**config.mk**
```make
export PLATFORM = sky130hd
export DESIGN_NAME = imem_loader_flat
export DESIGN_NICKNAME = d
export VERILOG_FILES = /design/src/rtl/imem_loader_pkg.sv /design/src/rtl/imem_loader_if.sv /design/src/rtl/imem_loader_word_packer.sv /design/src/rtl/imem_loader.sv /design/src/flat_wrapper.sv
export SDC_FILE = /design/constraint.sdc
export NUM_CORES = 1
export LEC_CHECK = 0
export CORE_MARGIN = 4
export CORE_UTILIZATION = 33
export DETAILED_ROUTE_END_ITERATION = 7
export DONT_BUFFER_PORTS = 1
export PLACE_DENSITY_LB_ADDON = 0.15
export SETUP_SLACK_MARGIN = 0.1
export SYNTH_ARGS = -nofsm -noshare
export SYNTH_HDL_FRONTEND = slang
export SYNTH_SLANG_ARGS = --single-unit
```
**constraint.sdc**
```tcl
create_clock -name clk -period 1.6 [get_ports clk]
set_input_delay 0.4 -clock clk [delete_from_list [all_inputs] [get_ports clk]]
set_output_delay 0.4 -clock clk [all_outputs]
set_load 0.1 [all_outputs]
```
**src/rtl/imem_loader_pkg.sv**
```systemverilog
// imem_loader_pkg: shared types and constants for the instruction-memory boot loader.
//   state_e        - loader FSM states
//   BYTES_PER_WORD - bytes packed into one instruction
//   WORD_W, BYTE_W - instruction and stream byte widths
package imem_loader_pkg;

    localparam int unsigned BYTES_PER_WORD = 4;
    localparam int unsigned WORD_W         = 32;
    localparam int unsigned BYTE_W         = 8;

    typedef enum logic [1:0] {
        StIdle,
        StLoad,
        StWrite,
        StDone
    } state_e;

endpackage

```
**src/rtl/imem_loader_if.sv**
```systemverilog
// imem_loader_if: byte-stream valid/ready handshake from the program source.
//   i_valid - source has a byte
//   i_byte  - stream data
//   i_last  - final byte of the program (qualified by i_valid)
//   o_ready - loader accepts a byte this cycle
// master: the program source (UART/JTAG bridge); slave: the loader.
interface imem_loader_if;
    import imem_loader_pkg::*;

    logic              i_valid;
    logic [BYTE_W-1:0] i_byte;
    logic              i_last;
    logic              o_ready;

    modport master (output i_valid, output i_byte, output i_last, input o_ready);
    modport slave  (input i_valid, input i_byte, input i_last, output o_ready);

endinterface

```
**src/rtl/imem_loader_word_packer.sv**
```systemverilog
// imem_loader_word_packer: packs accepted stream bytes little-endian into one word.
//   clk, rst_n  - clock, async active-low reset
//   clear       - drop the byte count, assembled word and last flag
//   accept      - store in_byte into the next byte lane
//   in_byte     - byte to store
//   in_last     - accepted byte is the final program byte
//   word        - assembled word (unfilled lanes read zero)
//   final_slot  - next accepted byte completes the word
//   last        - current word carried the final program byte
module imem_loader_word_packer
    import imem_loader_pkg::*;
(
    input  logic              clk,
    input  logic              rst_n,
    input  logic              clear,
    input  logic              accept,
    input  logic [BYTE_W-1:0] in_byte,
    input  logic              in_last,
    output logic [WORD_W-1:0] word,
    output logic              final_slot,
    output logic              last
);

    localparam int unsigned CntW = $clog2(BYTES_PER_WORD);

    logic [CntW-1:0]   cnt_q, cnt_d;
    logic [WORD_W-1:0] word_q, word_d;
    logic              last_q, last_d;

    always_comb begin
        cnt_d  = cnt_q;
        word_d = word_q;
        last_d = last_q;
        if (clear) begin
            cnt_d  = '0;
            word_d = '0;
            last_d = 1'b0;
        end else if (accept) begin
            word_d[cnt_q*BYTE_W +: BYTE_W] = in_byte;
            cnt_d  = cnt_q + 1'b1;
            last_d = last_q | in_last;
        end
    end

    always_ff @(posedge clk or negedge rst_n) begin
        if (!rst_n) begin
            cnt_q  <= '0;
            word_q <= '0;
            last_q <= 1'b0;
        end else begin
            cnt_q  <= cnt_d;
            word_q <= word_d;
            last_q <= last_d;
        end
    end

    assign word       = word_q;
    assign final_slot = (cnt_q == CntW'(BYTES_PER_WORD - 1));
    assign last       = last_q;

endmodule

```
**src/rtl/imem_loader.sv**
```systemverilog
// imem_loader: boot-time writer for the instruction memory write port. Packs a byte stream
// into 32-bit words, writes them to consecutive word addresses and holds the core in reset
// until the program is loaded.
//   DEPTH        - instruction memory capacity in words (max words loaded)
//   clk, rst_n   - clock, async active-low reset
//   start        - request a (re)load; honoured in IDLE and DONE only
//   strm         - byte-stream handshake (slave side)
//   o_wr         - one-cycle write strobe
//   o_addr       - byte address of the write (word index << 2)
//   o_inst       - packed instruction
//   o_busy       - loading or writing
//   o_done       - program loaded
//   o_err        - sticky: partial last word or capacity reached without i_last
//   o_cpu_rst_n  - core reset, released only in DONE
module imem_loader
    import imem_loader_pkg::*;
#(
    parameter int unsigned DEPTH = 10
) (
    input  logic              clk,
    input  logic              rst_n,
    input  logic              start,
    imem_loader_if.slave      strm,
    output logic              o_wr,
    output logic [WORD_W-1:0] o_addr,
    output logic [WORD_W-1:0] o_inst,
    output logic              o_busy,
    output logic              o_done,
    output logic              o_err,
    output logic              o_cpu_rst_n
);

    localparam int unsigned IdxW = (DEPTH > 1) ? $clog2(DEPTH) : 1;

    state_e            state_q, state_d;
    logic [IdxW-1:0]   idx_q, idx_d;
    logic              err_q, err_d;
    logic              accept;
    logic              pk_clear;
    logic              pk_final;
    logic              pk_last;
    logic [WORD_W-1:0] pk_word;

    assign accept = (state_q == StLoad) && strm.i_valid;

    imem_loader_word_packer u_packer (
        .clk        (clk),
        .rst_n      (rst_n),
        .clear      (pk_clear),
        .accept     (accept),
        .in_byte    (strm.i_byte),
        .in_last    (strm.i_last),
        .word       (pk_word),
        .final_slot (pk_final),
        .last       (pk_last)
    );

    always_comb begin
        state_d  = state_q;
        idx_d    = idx_q;
        err_d    = err_q;
        pk_clear = 1'b0;
        unique case (state_q)
            StIdle, StDone: begin
                if (start) begin
                    state_d  = StLoad;
                    idx_d    = '0;
                    err_d    = 1'b0;
                    pk_clear = 1'b1;
                end
            end
            StLoad: begin
                if (accept && (pk_final || strm.i_last)) begin
                    state_d = StWrite;
                    // i_last before the 4th byte leaves a zero-padded word.
                    if (strm.i_last && !pk_final) begin
                        err_d = 1'b1;
                    end
                end
            end
            StWrite: begin
                // Packer is cleared on the edge leaving WRITE, so o_inst holds during it.
                pk_clear = 1'b1;
                idx_d    = idx_q + 1'b1;
                if (pk_last) begin
                    state_d = StDone;
                end else if (idx_q == IdxW'(DEPTH - 1)) begin
                    state_d = StDone;
                    err_d   = 1'b1;
                end else begin
                    state_d = StLoad;
                end
            end
            default: state_d = StIdle;
        endcase
    end

    always_ff @(posedge clk or negedge rst_n) begin
        if (!rst_n) begin
            state_q <= StIdle;
            idx_q   <= '0;
            err_q   <= 1'b0;
        end else begin
            state_q <= state_d;
            idx_q   <= idx_d;
            err_q   <= err_d;
        end
    end

    assign strm.o_ready = (state_q == StLoad);
    assign o_wr         = (state_q == StWrite);
    assign o_addr       = {{(WORD_W - IdxW - 2){1'b0}}, idx_q, 2'b00};
    assign o_inst       = pk_word;
    assign o_busy       = (state_q == StLoad) || (state_q == StWrite);
    assign o_done       = (state_q == StDone);
    assign o_err        = err_q;
    assign o_cpu_rst_n  = (state_q == StDone);

endmodule

```
**src/flat_wrapper.sv**
```systemverilog
// flat-port wrapper written by rule: the top's interface ports become plain ports
module imem_loader_flat import imem_loader_pkg::*;
#(
    parameter int unsigned DEPTH = 10
)
  (clk, rst_n, start, o_wr, o_addr, o_inst, o_busy, o_done, o_err, o_cpu_rst_n, strm_i_valid, strm_i_byte, strm_i_last, strm_o_ready);
  imem_loader_if strm_i ();
  input  logic clk;
  input  logic rst_n;
  input  logic start;
  output logic o_wr;
  output logic [WORD_W-1:0] o_addr;
  output logic [WORD_W-1:0] o_inst;
  output logic o_busy;
  output logic o_done;
  output logic o_err;
  output logic o_cpu_rst_n;
  input wire logic [$bits(strm_i.i_valid)-1:0] strm_i_valid;
  input wire logic [$bits(strm_i.i_byte)-1:0] strm_i_byte;
  input wire logic [$bits(strm_i.i_last)-1:0] strm_i_last;
  output wire logic [$bits(strm_i.o_ready)-1:0] strm_o_ready;
  assign strm_i.i_valid = strm_i_valid;
  assign strm_i.i_byte = strm_i_byte;
  assign strm_i.i_last = strm_i_last;
  assign strm_o_ready = strm_i.o_ready;
  imem_loader #(.DEPTH(DEPTH)) u_core (.clk(clk), .rst_n(rst_n), .start(start), .strm(strm_i), .o_wr(o_wr), .o_addr(o_addr), .o_inst(o_inst), .o_busy(o_busy), .o_done(o_done), .o_err(o_err), .o_cpu_rst_n(o_cpu_rst_n));
endmodule
```
==> out/metrics.sh, run 1 <==
DP_HPWL_UM=3730
SYNTH.AVG_CELL_AREA_UM2=10.3
WORST-SETUP-PATH-TYPE='reg2out'
CELLLEAKAGEPOWER_nW=1.48
SYN_TO_FINAL_GROWTH_PCT=45.7
SWITCHING_SHARE_PCT=53.2
SYNTH.YOSYS.WARNINGS=0
SYNTHESIS.INSTANCES=215
PORT_BUFFERS=0
SETUP_SLACK_PS=-108
GRT_PASS1_WL_UM=8900
WORST_SETUP_END_KIND='output port'
CTS_TREE='done'
DRT-INITIAL-DRC-COUNT=64
LAYOUT_WORST_PATH_CYCLE_SHARE_PCT=107
FLOORPLAN.INITIALDENSITY_PCT=34.5
CLOCKBUFFERDEPTH=2
HOLD_WS_PS=243
CTS.CLK_SLEW.WORST_PATHS_PS=90
HOLD_PATH_END='u_core.u_packer.word[6]'
HOLD_PATH_STARTPOINT='strm_i_byte[6]'
ANTENNADIODECOUNT=0
CELL_INTERNAL_PWR_mW=3.37
TIMING_HOLD_VIOLATIONS_FINAL=0
FIRST_GLOBAL_VIAS=1654
COUNT_OF_TRITONROUTE_ITERATIONS_IN_THE_FIRST_ROUTING_PASS=5
SYNTH-ASYNC-RESET-RATIO_PCT=100
SETUP_REPAIR_AFTER_GLOBAL_ROUTING_MISSED_ITS_MARGIN='true'
GLOBALROUTE.TOTALOVERFLOW=0
SYNTH.DISTINCT_CELLS=35
VIAS=1736
FAILED_CHECKS='negative setup slack'
WORSTPATHREQUIRED_PS=1200
SYNTHESIS.AREA_UM2=2220
SYNTH.LARGEST_AREA_CELL='dfrtp_1'
DIE_X_UM=90.0
CTS_MADE_BUFFERS=5
GP_CONGESTION=0.767
PEAKVDDDROP_mV=0.836
DESIGN.PORTCOUNT=83
WORST_CASE_REGISTER_TO_REGISTER_SETUP_SLACK_PS=-60
P_SWITCHING_mW=3.83
HOLD_PATH_DEPTH=2
SYNTH_LARGEST_TYPE_AREA_FRACTION_PCT=47.4
HP-CLASS='in2reg'
DRT-TOTAL-WL_UM=5660
SEQ_POWER_SHARE_PCT=19.8
MAX_CAP_VIOLATIONS=0
CTS_NUM_SINKS=42
SEQ_AREA_FRAC_SYNTH_PCT=47.4
DRC_ERRORS=0
WORST-R2R-CELL-COUNT=6
SETUP.WORST_PATH.START_CLASS='flip-flop'
SYNTH-EDFF-COUNT=0
TIMING.FINAL.CRIT_PERIOD_PS=1710
DETAIL_ROUTE.WL_PER_CELL_UM=15.7
CTS-ROOT-BUF='clkbuf_8'
INITIAL_ANTENNA_VIOLATION_COUNT=0
TIMING_MAX_TRANSITION_VIOLATIONS_FINAL=0
YS_DOMINANT_REG_CELL='dfrtp_1'
CHIPHEIGHT_UM=90.0
TOTAL_DIE_AREA_UM2=8100
STATUS='complete, but fails checks'
REPORT.POWER.TOTAL_mW=7.20
CRITICAL_PATH_ARRIVAL_PS=1310
GRT_MAX_DEGREE=43
POST_SYNTH_MAIN_AREA_CONTRIBUTORS='dfrtp_1 (47%), buf_4 (9.8%), a22oi_1 (8.1%), ha_1 (6.8%), nor2_1 (5.1%)'
GRTUSAGETOTAL_PCT=13.8
FIN_SETUP_TNS_PS=-247
FINALCLOCKSKEW_PS=3.63
CLK-INSERTION-DELAY-LATE_PS=290
NUMBER_OF_SYNTHESIZED_REGISTER_BITS=42
ANTENNA_LEFT=0
HTREE_LEVELS=2
NNETSFINAL=308
WORST_FLOP_TO_FLOP_PATH_ENDPOINT='u_core.idx_q[2]'
WORST-PATH-MAX-FANOUT=3
CELLPOWERDENSITY_nW_PER_UM2=2230
CORE_UM2=6420
LOGIC_GATE_SHARE_OF_TOTAL_POWER_PCT=68.3
POWER_FRAC_CLOCK_PCT=11.9
REPORT.FINAL.SETUP_VIOL=5
ROW_COUNT=29
WORST_R2R_STARTPOINT='u_core.state_q[1]'
POSTLAYOUTCOREUTIL_PCT=50.3
DRIVE_GT1_SHARE_PCT=49.6
AVGVIACOUNTPERCELL=4.81
PRECTSSETUPSLACK_PS=31.2
MAXCLOCKFREQUENCY_MHz=585
==> per-layer routing <==
layer | up-vias | global-route usage (%) | share of wire, %
met2 | 62 | 21.7 | 47
met3 | 5 | 4.76 | 7.3
met1 | 837 | 18.3 | 45
met5 | - | 0 | 0
met4 | 0 | 3.06 | 0.85
li1 | 832 | - | -
==> how the worst max path moves through the flow <==
| stage | cells past startpoint | slack (ps) | start | end |
|---|---|---|---|---|
| after CTS | 3 | -120 | u_core.state_q[1] | o_busy |
| after global placement | 5 | 60 | u_core.state_q[1] | u_core.idx_q[2] |
| final | 3 | -110 | u_core.state_q[1] | o_busy |
| after detailed placement | 5 | 30 | u_core.state_q[1] | u_core.idx_q[2] |
| after global routing | 6 | -170 | u_core.state_q[1] | u_core.idx_q[2] |
| after floorplan | 7 | -210 | u_core.state_q[1] | u_core.u_packer.word[16] |
==> cells by family after synthesis <==
group | after synthesis | share of synthesized area, %
and+or+nand+nor | 69 | 17.3
other | 1 | 0.169
adders and majority gates | 12 | 6.77
buffers and inverters | 41 | 12.8
DFF | 42 | 47.4
AOI/OAI and AO/OA | 48 | 14.7
muxes | 1 | 0.508
xor gates and xnor gates | 1 | 0.395
==> synthesized netlist by cell type (all sizes together), types with 2 or more instances <==
cell type,instances
dfrtp,42
buf,33
nor2,30
a22oi,24
nand2,15
nand3,15
ha,12
a21oi,11
inv,6
o21ai,4
a22o,2
clkbuf,2
nor4b,2
==> placed cells by master, fill, tap and decap left out, drive strengths merged, types with 2 or more instances in the layout <==
cell type,n
a21oi,11
a22o,2
a22oi,24
buf,67
clkbuf,5
conb,28
dfrtp,42
ha,12
inv,6
nand2,15
nand3,15
nor2,30
nor4b,2
o21ai,4
==> repair_timing <==
action                                  CTS  global route
pin swaps                                16            18
gates cloned                              2             0
hold buffers                              2             0
gates resized for setup                  31            27
hold endpoints to repair                 42             0
endpoints found under the setup margin   35            47
setup buffers                            13             0
==> metrics by stage <==
step,instances,cell area [um^2]
4_1_cts,361,3110
2_1_floorplan,242,2380
5_1_grt,361,3230
6_report,361,3230
3_5_place_dp,336,2670
3_3_place_gp,336,2670
==> worst max-delay path, stage by stage, from the launching register on <==
cell        delay [ps]
dfrtp_2            440
ha_4               290
clkinvlp_4         100
buf_12             180
==> state kept, by name, summed over array words and instances, names as in the netlist <==
register and flops:
u_core.u_packer.cnt_q 2, u_core.state_q 2, u_core.u_packer.word 32, u_core.u_packer.last 1, u_core.o_err 1, u_core.idx_q 4
==> power by group through the flow <==
stage	Clock [mW]	Sequential, mW	Combinational, mW
2_1_floorplan	0	2.64	2.06
3_3_place_gp	0	1.44	4.07
3_5_place_dp	0	1.44	4.08
4_1_cts	0.891	1.42	4.71
5_1_grt	0.933	1.46	5.15
6_report	0.860	1.42	4.92
==> area by class of cell <==
type | count | area, um^2
Clock inverter | 3 | 43.8
Timing Repair Buffer | 69 | 691
Sequential cell | 42 | 1060
Inverter | 6 | 26.3
Clock buffer | 5 | 68.8
Tap cell | 77 | 96.3
Fill cell | 597 | 3190
Multi-Input combinational cell | 159 | 1250
Power figures use the tool's default switching activity.
==> inputs of run 2 (changes only) <==
Settings changed: RECOVER_POWER set to 100.
==> run 2 against run 1 <==
The run still ends with negative setup slack left. Clock power is essentially flat. Final area decreased by 3.3%. Combinational power decreased by 2%. Highest routed layer unchanged.
==> out/metrics.sh, run 2 (synthesis results as in run 1) <==
DETAIL_ROUTE.WL_PER_CELL_UM=15.7
MAXSLEWHEADROOM_PCT=61.1
DRT-INITIAL-DRC-COUNT=58
CRIT_PATH_START='u_core.state_q[1]'
FLOORPLAN.INITIALDENSITY_PCT=34.5
TOTAL_DIE_AREA_UM2=8100
HTREE_LEVELS=2
FINALCLOCKSKEW_PS=3.21
DRC_ERRORS=0
REPORT.POWER.TOTAL_mW=7.06
CTS_NUM_SINKS=42
PORT_BUFFERS=0
COUNT_OF_TRITONROUTE_ITERATIONS_IN_THE_FIRST_ROUTING_PASS=4
MAXCLOCKFREQUENCY_MHz=586
MET3_USAGE_PCT=4.76
NNETSFINAL=308
CLOCKBUFFERDEPTH=2
TIMING_MAX_TRANSITION_VIOLATIONS_FINAL=0
MET2_USAGE_PCT=21.7
WORSTPATHCELLLIST='ha_4, clkinvlp_4, buf_12'
WORST-R2R-CELL-COUNT=6
SETUP_SLACK_PS=-107
WORST_FLOP_TO_FLOP_PATH_ENDPOINT='u_core.idx_q[2]'
MOSTFREQUENTLAYOUTCELLS='dfrtp_1 (37), conb_1 (28), buf_2 (28)'
GRT_MAX_DEGREE=43
CPMAXSTAGEDELAYCELL='dfrtp_2'
DESIGN.PORTCOUNT=83
GRT_PASS1_WL_UM=8900
INITIAL_ANTENNA_VIOLATION_COUNT=0
CTS_TREE='done'
CLK-INSERTION-DELAY-LATE_PS=290
FIRST_GLOBAL_VIAS=1654
FILL_CELLS=620
WORSTPATHREQUIRED_PS=1200
WORST-SETUP-PATH-TYPE='reg2out'
WORST_CASE_REGISTER_TO_REGISTER_SETUP_SLACK_PS=-50
FAILED_CHECKS='negative setup slack'
WORST_SETUP_END_KIND='output port'
WORST-PATH-MAX-FANOUT=3
LARGEST_REGISTER_FFS=32
POSTLAYOUTCOREUTIL_PCT=48.7
CRITICAL_PATH_ARRIVAL_PS=1310
STATUS='complete, but fails checks'
ROW_COUNT=29
VIAS=1739
DP_HPWL_UM=3730
WORST-SLEW-PIN-TRANSITION_PS=583
TIMING_HOLD_VIOLATIONS_FINAL=0
CTS_MADE_BUFFERS=5
HOLD_WS_PS=246
SETUP.WORST_PATH.END='o_busy'
AVGVIACOUNTPERCELL=4.82
CELLLEAKAGEPOWER_nW=1.47
HP-CLASS='in2reg'
GLOBALROUTE.TOTALOVERFLOW=0
SYN_TO_FINAL_GROWTH_PCT=40.9
SETUP.WORST_PATH.START_CLASS='flip-flop'
TIMING.FINAL.CRIT_PERIOD_PS=1710
WORST_R2R_STARTPOINT='u_core.state_q[1]'
CTS.CLK_SLEW.WORST_PATHS_PS=80
GLOBALROUTEMET1UTIL_PCT=18.3
DIE_X_UM=90.0
SETUP_REPAIR_AFTER_GLOBAL_ROUTING_MISSED_ITS_MARGIN='true'
GRT_BUSIEST_LAYER='met2'
MAX_CAP_VIOLATIONS=0
CHIPHEIGHT_UM=90.0
DESIGN_AREA_UM2=3130
CORE_UM2=6420
LAYOUT.CELLS.MOST_COMMON='dfrtp_1'
PLACED_CELL_AREA_UM2=2670
CTS-ROOT-BUF='clkbuf_8'
PEAKVDDDROP_mV=0.838
DRIVE_GT1_SHARE_PCT=49.3
DRT-TOTAL-WL_UM=5660
LAYOUT_WORST_PATH_CYCLE_SHARE_PCT=107
CELLPOWERDENSITY_nW_PER_UM2=2260
CP_MAX_STAGE_DELAY_PS=440
ANTENNADIODECOUNT=0
GRTUSAGETOTAL_PCT=13.8
REPORT.FINAL.SETUP_VIOL=5
ANTENNA_LEFT=0
GP_CONGESTION=0.767
[run 2: through the flow]
step                      instances  setup WS (ps)  TNS, ps
after floorplan                 242           -212    -4380
after global placement          336           57.1        0
after detailed placement        336           31.2        0
after CTS                       361           -123     -385
after global routing            361           -160    -1720
final                           361           -107     -241
[run 2: how the worst min path moves through the flow]
stage	startpoint	end	slack [ps]	cells after the start
5_1_grt	strm_i_byte[7]	u_core.u_packer.word[23]	230	2
3_5_place_dp	rst_n	u_core.state_q[0]	110	0
3_3_place_gp	rst_n	u_core.idx_q[2]	110	0
4_1_cts	strm_i_valid	u_core.u_packer.cnt_q[1]	230	2
6_report	strm_i_byte[6]	u_core.u_packer.word[6]	250	2
2_1_floorplan	rst_n	u_core.idx_q[0]	100	0
[run 2: final cells by class]
| cell class | instances | area (um^2) | area share [%] |
|---|---|---|---|
| repair buffers | 69 | 588 | 18.8 |
| clock buffers | 5 | 68.8 | 2.20 |
| clock inverters | 3 | 43.8 | 1.40 |
| inverters | 6 | 26.3 | 0.840 |
| well taps | 77 | 96.3 | 3.08 |
| flip-flops and latches | 42 | 1060 | 33.8 |
| multi-input cells | 159 | 1250 | 39.9 |
[run 2: power by group]
part	switching [mW]	leakage, nW	internal [mW]
Sequential	0.127	0.565	1.28
Combinational	3.30	0.844	1.50
Clock	0.390	0.0585	0.468
Total	3.81	1.47	3.25
[run 2: worst max-delay path: cells and delay by family, from the launching register on]
kind,cells,cell delay (ps)
DFF,1,440
adders and majority gates,1,290
buffers and inverters,2,280
[run 2: metal layers]
layer / vias to the layer above / share of wire [%]
met4: 0 / 0.85
met5: - / 0
met1: 840 / 45
met3: 5 / 6.8
met2: 61 / 47
li1: 833 / -
[run 2: what timing repair did]
| item | in CTS | in global routing |
|---|---|---|
| hold buffers | 2 | 0 |
| pin swaps | 16 | 18 |
| endpoints found under the setup margin | 35 | 47 |
| gates cloned | 2 | 0 |
| endpoints found under the hold margin | 42 | 0 |
| buffers inserted | 13 | 0 |
| resized for setup | 31 | 27 |
